==> src/rtl/zigbee_pkg.sv <==
// Shared constants and types for the 802.15.4 O-QPSK chip spreader.
// No logic; constants only.
// Imported by zigbee_pn_rom and zigbee_chip_spreader.
package zigbee_pkg;

  localparam int SYM_W         = 4;
  localparam int CHIPS_PER_SYM = 32;

  // Base PN sequence for symbol 0, chip c0 in the MSB.
  localparam logic [CHIPS_PER_SYM-1:0] PN0           = 32'hD9C3522E;
  // Symbols 8..15 invert the odd chips (c1, c3, ...) of symbols 0..7.
  localparam logic [CHIPS_PER_SYM-1:0] ODD_CHIP_MASK = 32'h55555555;

  typedef enum logic {
    IDLE   = 1'b0,
    SPREAD = 1'b1
  } state_t;

endpackage

==> src/rtl/zigbee_pn_rom.sv <==
// Symbol-to-PN lookup: 4-bit symbol -> 32-chip sequence, c0 in the MSB.
// Latency: combinational.
// Backpressure: none; pure lookup.
module zigbee_pn_rom
  import zigbee_pkg::*;
(
  input  logic [SYM_W-1:0]         sym_i,
  output logic [CHIPS_PER_SYM-1:0] pn_o
);

  logic [4:0]               rot_amt;
  logic [5:0]               lsh_amt;
  logic [CHIPS_PER_SYM-1:0] rot;

  // Rotate PN0 right by 4 chips per symbol step; upper half also inverts odd chips.
  always_comb begin
    rot_amt = {sym_i[2:0], 2'b00};
    lsh_amt = 6'd32 - {1'b0, rot_amt};
    rot     = (PN0 >> rot_amt) | (PN0 << lsh_amt);
    pn_o    = sym_i[3] ? (rot ^ ODD_CHIP_MASK) : rot;
  end

endmodule

==> src/rtl/zigbee_chip_spreader.sv <==
// O-QPSK spreader: accepts 4-bit symbols, emits their 32-chip PN sequences on inChipEn strobes.
// Latency: symbol accepted in IDLE at t is active at t+1; each strobe's chip(s) appear registered one cycle later.
// Backpressure: one ACTIVE plus one HOLD slot; outReady = !holdFull. Optional macro ZB_IQ_SPLIT_EN emits I/Q chip pairs.
module zigbee_chip_spreader
  import zigbee_pkg::*;
(
  input  logic             clk,
  input  logic             rst,
  input  logic [SYM_W-1:0] inSymbol,
  input  logic             inValid,
  output logic             outReady,
  input  logic             inChipEn,
  output logic             outChipI,
  output logic             outChipQ,
  output logic             outChipValid,
  output logic             outSymDone,
  output logic             outBusy
);

`ifdef ZB_IQ_SPLIT_EN
  localparam logic [4:0] CNT_STEP = 5'd2;
  localparam logic [4:0] LAST_CNT = 5'd30;
`else
  localparam logic [4:0] CNT_STEP = 5'd1;
  localparam logic [4:0] LAST_CNT = 5'd31;
`endif

  state_t             state_q, state_d;
  logic [SYM_W-1:0]   active_q, active_d;
  logic [SYM_W-1:0]   hold_q, hold_d;
  logic               hold_full_q, hold_full_d;
  logic [4:0]         cnt_q, cnt_d;
  logic               chip_i_q, chip_i_d;
  logic               chip_q_q, chip_q_d;
  logic               chip_vld_q, chip_vld_d;
  logic               sym_done_q, sym_done_d;

  logic               accept;
  logic               last_chip;
  logic [CHIPS_PER_SYM-1:0] pn;

  zigbee_pn_rom u_pn_rom (
    .sym_i (active_q),
    .pn_o  (pn)
  );

  // Ready is withheld during reset so nothing is taken in while state is being cleared.
  assign outReady  = ~hold_full_q & ~rst;
  assign accept    = inValid & outReady;
  assign last_chip = (cnt_q == LAST_CNT);

  // Next-state: symbol buffering, chip counter and registered chip outputs.
  always_comb begin
    state_d     = state_q;
    active_d    = active_q;
    hold_d      = hold_q;
    hold_full_d = hold_full_q;
    cnt_d       = cnt_q;
    chip_i_d    = chip_i_q;
    chip_q_d    = chip_q_q;
    chip_vld_d  = 1'b0;
    sym_done_d  = 1'b0;

    case (state_q)
      IDLE: begin
        // Strobes here are ignored; outputs keep their last chip.
        if (accept) begin
          active_d = inSymbol;
          cnt_d    = 5'd0;
          state_d  = SPREAD;
        end
      end
      SPREAD: begin
        // An accept on the last strobe with HOLD empty bypasses HOLD entirely.
        if (accept && !(inChipEn && last_chip)) begin
          hold_d      = inSymbol;
          hold_full_d = 1'b1;
        end
        if (inChipEn) begin
          chip_i_d   = pn[5'd31 - cnt_q];
`ifdef ZB_IQ_SPLIT_EN
          chip_q_d   = pn[5'd30 - cnt_q];
`else
          chip_q_d   = 1'b0;
`endif
          chip_vld_d = 1'b1;
          cnt_d      = cnt_q + CNT_STEP;
          if (last_chip) begin
            sym_done_d = 1'b1;
            cnt_d      = 5'd0;
            if (hold_full_q) begin
              active_d    = hold_q;
              hold_full_d = 1'b0;
            end else if (accept) begin
              active_d = inSymbol;
            end else begin
              state_d = IDLE;
            end
          end
        end
      end
      default: state_d = IDLE;
    endcase
  end

  // State register with synchronous reset; pending symbols are dropped.
  always_ff @(posedge clk) begin
    if (rst) begin
      state_q     <= IDLE;
      active_q    <= '0;
      hold_q      <= '0;
      hold_full_q <= 1'b0;
      cnt_q       <= 5'd0;
      chip_i_q    <= 1'b0;
      chip_q_q    <= 1'b0;
      chip_vld_q  <= 1'b0;
      sym_done_q  <= 1'b0;
    end else begin
      state_q     <= state_d;
      active_q    <= active_d;
      hold_q      <= hold_d;
      hold_full_q <= hold_full_d;
      cnt_q       <= cnt_d;
      chip_i_q    <= chip_i_d;
      chip_q_q    <= chip_q_d;
      chip_vld_q  <= chip_vld_d;
      sym_done_q  <= sym_done_d;
    end
  end

  assign outChipI     = chip_i_q;
  assign outChipQ     = chip_q_q;
  assign outChipValid = chip_vld_q;
  assign outSymDone   = sym_done_q;
  assign outBusy      = (state_q == SPREAD) | hold_full_q;

endmodule

==> config.mk <==
export PLATFORM = sky130hd
export DESIGN_NAME = zigbee_chip_spreader
export DESIGN_NICKNAME = d
export VERILOG_FILES = /design/src/rtl/zigbee_pkg.sv /design/src/rtl/zigbee_pn_rom.sv /design/src/rtl/zigbee_chip_spreader.sv
export SDC_FILE = /design/constraint.sdc
export NUM_CORES = 1
export LEC_CHECK = 0
export ABC_CLOCK_PERIOD_IN_PS = 2800
export BUFFER_PORTS_ARGS = -buffer_cell sky130_fd_sc_hd__buf_2
export CAP_MARGIN = 30
export CORE_ASPECT_RATIO = 1.2
export CORE_MARGIN = 1
export CORE_UTILIZATION = 30
export DETAILED_ROUTE_END_ITERATION = 10
export SYNTH_ARGS = -nofsm -noshare
export SYNTH_HDL_FRONTEND = slang
export SYNTH_SLANG_ARGS = --single-unit
==> constraint.sdc <==
create_clock -name clk -period 2.8 [get_ports clk]
set_clock_uncertainty 0.05 [all_clocks]
set_input_delay 0.28 -clock clk [delete_from_list [all_inputs] [get_ports clk]]
set_output_delay 0.28 -clock clk [all_outputs]
set_load 0.02 [all_outputs]
==> flow_summary.ini, run 1 <==
[min_path]
hold_class = primary input to register

[global_routing]
grt_max_degree = 27
grt_pass1_vias = 1689
gr-usage-met2_pct = 27.36
grt_use_total_pct = 15.73
use_met3_pct = 1.163
grt-busiest-layer = met2
grt_overflow = 0
grt_pass1_wl_mm = 7.928
antenna_found_initial = 0
grtUsageMet1_pct = 19.82

[die]
placement_rows = 30
pin_count = 14
dieHeight_um = 86.84
die_area_um2 = 6312
core_area_um2 = 5705
die_w_um = 72.70
start_util_pct = 31.54

[placement]
placed_cell_area_um2 = 1937
gp_congestion = 0.8588
portBuffers = 12
hpwlAfterDp_mm = 3.362
place_ws_ns = 0.3319

[synth]
synth_cells = 242
synthFlopType = dfxtp_1
synth_seq_cells = 18
synth_warnings = 0
synth_cell_type_count = 60
synth_area_um2 = 1799
ys_seq_area_share_pct = 20.03
syn-mean-instance-area_um2 = 7.435
synth-async-reset-ratio_pct = 0
synth_nets = 263
synth-edff-count = 0

[setup_path]
endpoint = outChipI
crit_top_cell = ha_1
max_stage_delay_ns = 0.49
crit_path_max_fanout = 11
critical_path_class = register to register
rr_startpoint = active_q[0]
cp.depth = 10
worst-path-buf-inv = 1
cp-start-kind = register
r2r_setup_slack_ns = 0.32
arrival_ns = 2.57
worst_setup_path_end_kind = register
r2r_end = outChipI
cp_top_family = adder cells
ff2ff_path_depth = 10
path_cells = inv_1 -> ha_1 -> ha_1 -> nand2b_1 -> nor2_1 -> a211oi_1 -> mux2i_1 -> o21ai_0 -> o32ai_1 -> a21oi_1
cp.required_ns = 2.89
critPathLaunch = active_q[0]
crit_slowest_cell = ha_1

[timing]
fin_tns_setup_ns = 0
clock.fmax_mhz = 403.0
setup_viol = 0
slew_viol_final = 0
tightest_slew_ns = 0.6276
rsz0062_at_grt = no
setup_ws_ns = 0.3187
fin_crit_ns = 2.481
finalCritPeriodShare_pct = 88.62
relSlewSlack_pct = 58.11
hold_viol = 0

[clocking]
h-tree-depth = 1
cts_resized = 0
clkSlewWorstSetupHoldPaths_ns = 0.07
cts_buffers = 3
clockBufferDepth = 2
clk_latency_ns = 0.26
root_buffer = clkbuf_8
cts_tree = done
cts_setup_buffers = 0
hold_buffers = 0
clock_sinks = 18

[final_layout]
nets = 272
area_delta_synth_final_pct = 10.71
diodes = 0
design_area_um2 = 1992
drive_above_1_share_pct = 12.80
fill_cells = 644
final_util_pct = 34.91

[detailed_routing]
wl_per_cell_um = 13.81
drc_errors = 0
first_iter_violations = 169
wl_mm = 4.557
viasPerCell = 5.400
ant_nets = 0
first_pass_iters = 4
route.vias.total = 1782

[pwr]
powerDensity_nw_per_um2 = 400.2
ir_drop_mv = 0.2645
p_leak_nw = 0.8234

[outcome]
status = completed

[job]
maxCapViolCount = 0
## worst min path at each step
stage                      startpoint     endpoint  slack, ns  cells past startpoint
after global placement      hold_q[3]    hold_q[3]       0.43                      2
after CTS                 inSymbol[2]    hold_q[2]       0.22                      3
after detailed placement    hold_q[2]    hold_q[2]       0.43                      2
final                     inSymbol[2]    hold_q[2]       0.22                      3
after floorplan              inChipEn  hold_full_q       0.35                      1
after global routing      inSymbol[2]    hold_q[2]       0.22                      3
## worst min-delay path: cells and delay by family
kind                   cells  cell delay (ns)
buffers and inverters      1             0.09
and+or+nand+nor            1             0.07
muxes                      1             0.06
## area by class of cell
type | instances | area (µm²) | area share (%)
multi-input combinational | 197 | 1311 | 65.83
inverter | 10 | 37.54 | 1.884
sequential | 18 | 360.3 | 18.09
tap | 80 | 100.1 | 5.025
timing repair buffer | 21 | 127.6 | 6.407
clock buffer | 4 | 55.05 | 2.764
## cells in the final DEF (no fill, tap or decap), types with 3 or more instances in the layout
cell type	count
mux2i_1	9
nand2b_1	7
o21ai_0	12
a21oi_1	20
ha_1	13
buf_2	12
nor2b_1	8
nand3_1	3
a211oi_1	4
buf_4	9
nor2_1	28
nand2_1	25
a311oi_1	3
inv_1	10
xor2_1	4
xnor2_1	5
clkbuf_8	4
o311ai_0	3
dfxtp_1	18
## cells by family (layout without fill, tap and decap cells)
family,Yosys count,count (layout),synth area share [%]
XOR/XNOR,9,9,4.381
AO/OA/AOI/OAI,74,74,28.79
multiplexers,10,10,5.633
AND/OR/NAND/NOR,90,90,24.83
buffers and inverters,27,35,7.094
flip-flops,18,18,20.03
other,1,1,0.2084
adder cells (fa/ha/maj),13,13,9.041
## sequential cells by signal, indices dropped and copies added, names as in the netlist
| name | count |
|---|---|
| outChipI | 1 |
| outChipValid | 1 |
| outSymDone | 1 |
| state_q | 1 |
| hold_full_q | 1 |
| cnt_q | 5 |
| active_q | 4 |
| hold_q | 4 |
## report_power, final
| group | internal (mW) | switching [mW] |
|---|---|---|
| logic | 0.122 | 0.176 |
| registers | 0.267 | 0.0155 |
| clock network | 0.125 | 0.0920 |
## synthesized netlist by cell type (3+ instances only)
master | instances | area share, %
nor2_1 | 28 | 5.8
nand2_1 | 25 | 5.2
a21oi_1 | 20 | 5.6
dfxtp_1 | 18 | 20
ha_1 | 13 | 9.0
o21ai_0 | 12 | 3.3
inv_1 | 10 | 2.1
mux2i_1 | 9 | 5.0
nor2b_1 | 8 | 2.8
clkbuf_1 | 7 | 1.5
nand2b_1 | 7 | 2.4
buf_2 | 6 | 1.7
xnor2_1 | 5 | 2.4
a211oi_1 | 4 | 1.7
xor2_1 | 4 | 1.9
a311oi_1 | 3 | 1.5
buf_4 | 3 | 1.3
nand3_1 | 3 | 0.83
o311ai_0 | 3 | 1.5
## stage by stage
| step | hold slack (ns) | cells | total power, mW |
|---|---|---|---|
| 6_report | 0.2191 | 330 | 0.7972 |
| 5_1_grt | 0.2204 | 330 | 0.8495 |
| 4_1_cts | 0.2207 | 330 | 0.7992 |
| 3_5_place_dp | 0.4340 | 326 | 0.5804 |
| 3_3_place_gp | 0.4265 | 326 | 0.5800 |
| 2_1_floorplan | 0.3455 | 242 | 0.5162 |
## routing by layer
layer  up-vias  wire, µm
met4         0        64
met2        56      2314
li1        885         -
met1       833      2006
met5         -         0
met3         8       171
Note: power is estimated with default switching activity, not from simulation.
==> run 2: changes to the inputs <==
--- a/config.mk
+++ b/config.mk
@@ -12,6 +12,7 @@
 export CORE_MARGIN = 1
 export CORE_UTILIZATION = 30
 export DETAILED_ROUTE_END_ITERATION = 10
+export GPL_TIMING_DRIVEN = 0
 export SYNTH_ARGS = -nofsm -noshare
 export SYNTH_HDL_FRONTEND = slang
 export SYNTH_SLANG_ARGS = --single-unit
==> run 2 against run 1 <==
Clock-buffer cell count stayed put. Sequential share of layout area is 0.34 points lower. Final cell count is 3.6% higher. Via count is 2.5% higher. Non-clock buffer count is 12 higher. Setup slack worse by 0.13 ns. Critical path type unchanged.
==> flow_summary.ini, run 2 (same netlist as run 1, synthesis figures left out) <==
[outcome]
status = completed

[detailed_routing]
wl_mm = 4.767
wl_per_cell_um = 13.94
viasPerCell = 5.342
ant_nets = 0
drc_errors = 0
first_pass_iters = 4
first_iter_violations = 112
route.vias.total = 1827

[setup_path]
critical_path_class = register to register
worst-path-buf-inv = 3
cp.required_ns = 2.89
cp_top_family = compound AO/OA/AOI/OAI gates
cp-start-kind = register
arrival_ns = 2.71
max_stage_delay_ns = 0.43
crit_path_max_fanout = 11
path_cells = clkinvlp_4 -> ha_2 -> ha_1 -> clkbuf_4 -> inv_1 -> o21ai_0 -> a22o_1 -> mux2i_1 -> a211oi_1 -> o311ai_1 -> a21oi_1
worst_setup_path_end_kind = register
crit_slowest_cell = dfxtp_4

[die]
pin_count = 14
die_area_um2 = 6312
start_util_pct = 31.54
core_area_um2 = 5705
die_w_um = 72.70
placement_rows = 30
dieHeight_um = 86.84

[final_layout]
drive_above_1_share_pct = 16.41
diodes = 0
fill_cells = 642
reg.largest.list = cnt_q x5, active_q x4, hold_q x4
seqCellArea_um2 = 367.9
final_common_cell = nor2_1
multiInputGateArea_um2 = 1319
largest_register = cnt_q
largest_reg_flops = 5
area_delta_synth_final_pct = 15.16
nets = 284
most-common-layout-cells = nor2_1 (28), nand2_1 (25), a21oi_1 (20)

[pwr]
intPower_mw = 0.5248
power.total_mw = 0.8137
ir_drop_mv = 0.3255
seq_power_share_pct = 34.2
pwr-share-comb_pct = 39.5
powerDensity_nw_per_um2 = 392.7
switchingPower_mw = 0.2889
p_leak_nw = 0.8550
sw_frac_of_total_pct = 35.50
clock_power_share_pct = 26.3

[global_routing]
grt_pass1_wl_mm = 7.990
antenna_found_initial = 0
grt_max_degree = 12
grt_overflow = 0
grt_use_total_pct = 16.04
grt_pass1_vias = 1712

[timing]
slew_viol_final = 0
setup_viol = 0
hold_viol = 0
rsz0062_at_grt = no
finalCritPeriodShare_pct = 93.35
fin_crit_ns = 2.614
hold_ws_ns = 0.1672
clock.fmax_mhz = 382.6
relSlewSlack_pct = 65.73
tightest_slew_ns = 0.5141

[min_path]
hold_class = primary input to register

[clocking]
cts_tree = done
root_buffer = clkbuf_8
cts_buffers = 3
clockBufferDepth = 2
h-tree-depth = 1
clkSlewWorstSetupHoldPaths_ns = 0.07
clk_latency_ns = 0.26
clock_sinks = 18

[placement]
gp_congestion = 0.9122
hpwlAfterDp_mm = 3.590
portBuffers = 11

[job]
maxCapViolCount = 0
[run 2: cell types whose count changed in the layout (fill, tap and decap cells not counted)]
cell | previous run | this run
buf_4 | 9 | 8
clkbuf_4 | 0 | 1
ha_2 | 0 | 1
a211oi_2 | 0 | 1
dfxtp_4 | 0 | 2
a211oi_1 | 4 | 3
clkbuf_1 | 0 | 7
dfxtp_1 | 18 | 16
buf_2 | 12 | 16
clkinvlp_4 | 0 | 2
inv_1 | 10 | 8
buf_6 | 0 | 1
ha_1 | 13 | 12
[run 2: worst register-to-register path, delay by kind of cell (launching register included)]
kind                       cells  cell delay (ns)
AOI/OAI and AO/OA              5             0.87
adders and majority gates      2             0.53
buffers and inverters          3             0.42
DFF                            1             0.43
muxes                          1             0.20
[run 2: routing by layer]
metal / GRT usage (%) / vias to the layer above / routed length, µm
li1: - / 910 / -
met1: 19.46 / 840 / 2037
met2: 27.02 / 56 / 2368
met3: 1.628 / 21 / 159
met4: 9.804 / 0 / 201
met5: 0 / - / 0
[run 2: final timing paths]
path	startpoint	endpoint	slack (ns)	cells after the start
setup / recovery	active_q[0]	outChipI	0.19	11
hold / removal	rst	active_q[0]	0.17	2
setup reg to reg	active_q[0]	outChipI	0.19	11
hold reg to reg	hold_q[2]	hold_q[2]	0.45	2
[run 2: final cells by class]
class,instances,area share (%)
Tap cell,80,4.831
Multi-Input combinational cell,197,63.65
Inverter,10,2.174
Sequential cell,18,17.75
Buffer,16,4.106
Clock buffer,4,2.657
Timing Repair Buffer,17,4.831
[run 2: metrics by stage]
step | instances | setup slack, ns | instance area [µm²] | util, % | setup TNS (ns)
final | 342 | 0.1861 | 2072 | 36.32 | 0
after global routing | 342 | 0.001176 | 2072 | 36.32 | 0
after CTS | 337 | 0.02658 | 2022 | 35.44 | 0
after detailed placement | 333 | -0.2808 | 1954 | 34.25 | -0.2808
after global placement | 333 | -0.2483 | 1954 | 34.25 | -0.2483
after floorplan | 242 | 0.2825 | 1799 | - | 0
[run 2: repair_timing]
item | CTS | global route
cloned | 0 | 0
setup buffers | 0 | 6
hold buffers | 0 | 0
resized for setup | 5 | 4
pin swaps | 1 | 2
endpoints found under the setup margin | 1 | 1
[run 2: power groups by stage]
stage,clock [mW],combinational (mW),sequential (mW)
finish,0.214,0.321,0.278
CTS,0.216,0.304,0.279
floorplan,0,0.232,0.284
global placement,0,0.302,0.284
detailed placement,0,0.300,0.285
global route,0.222,0.355,0.280
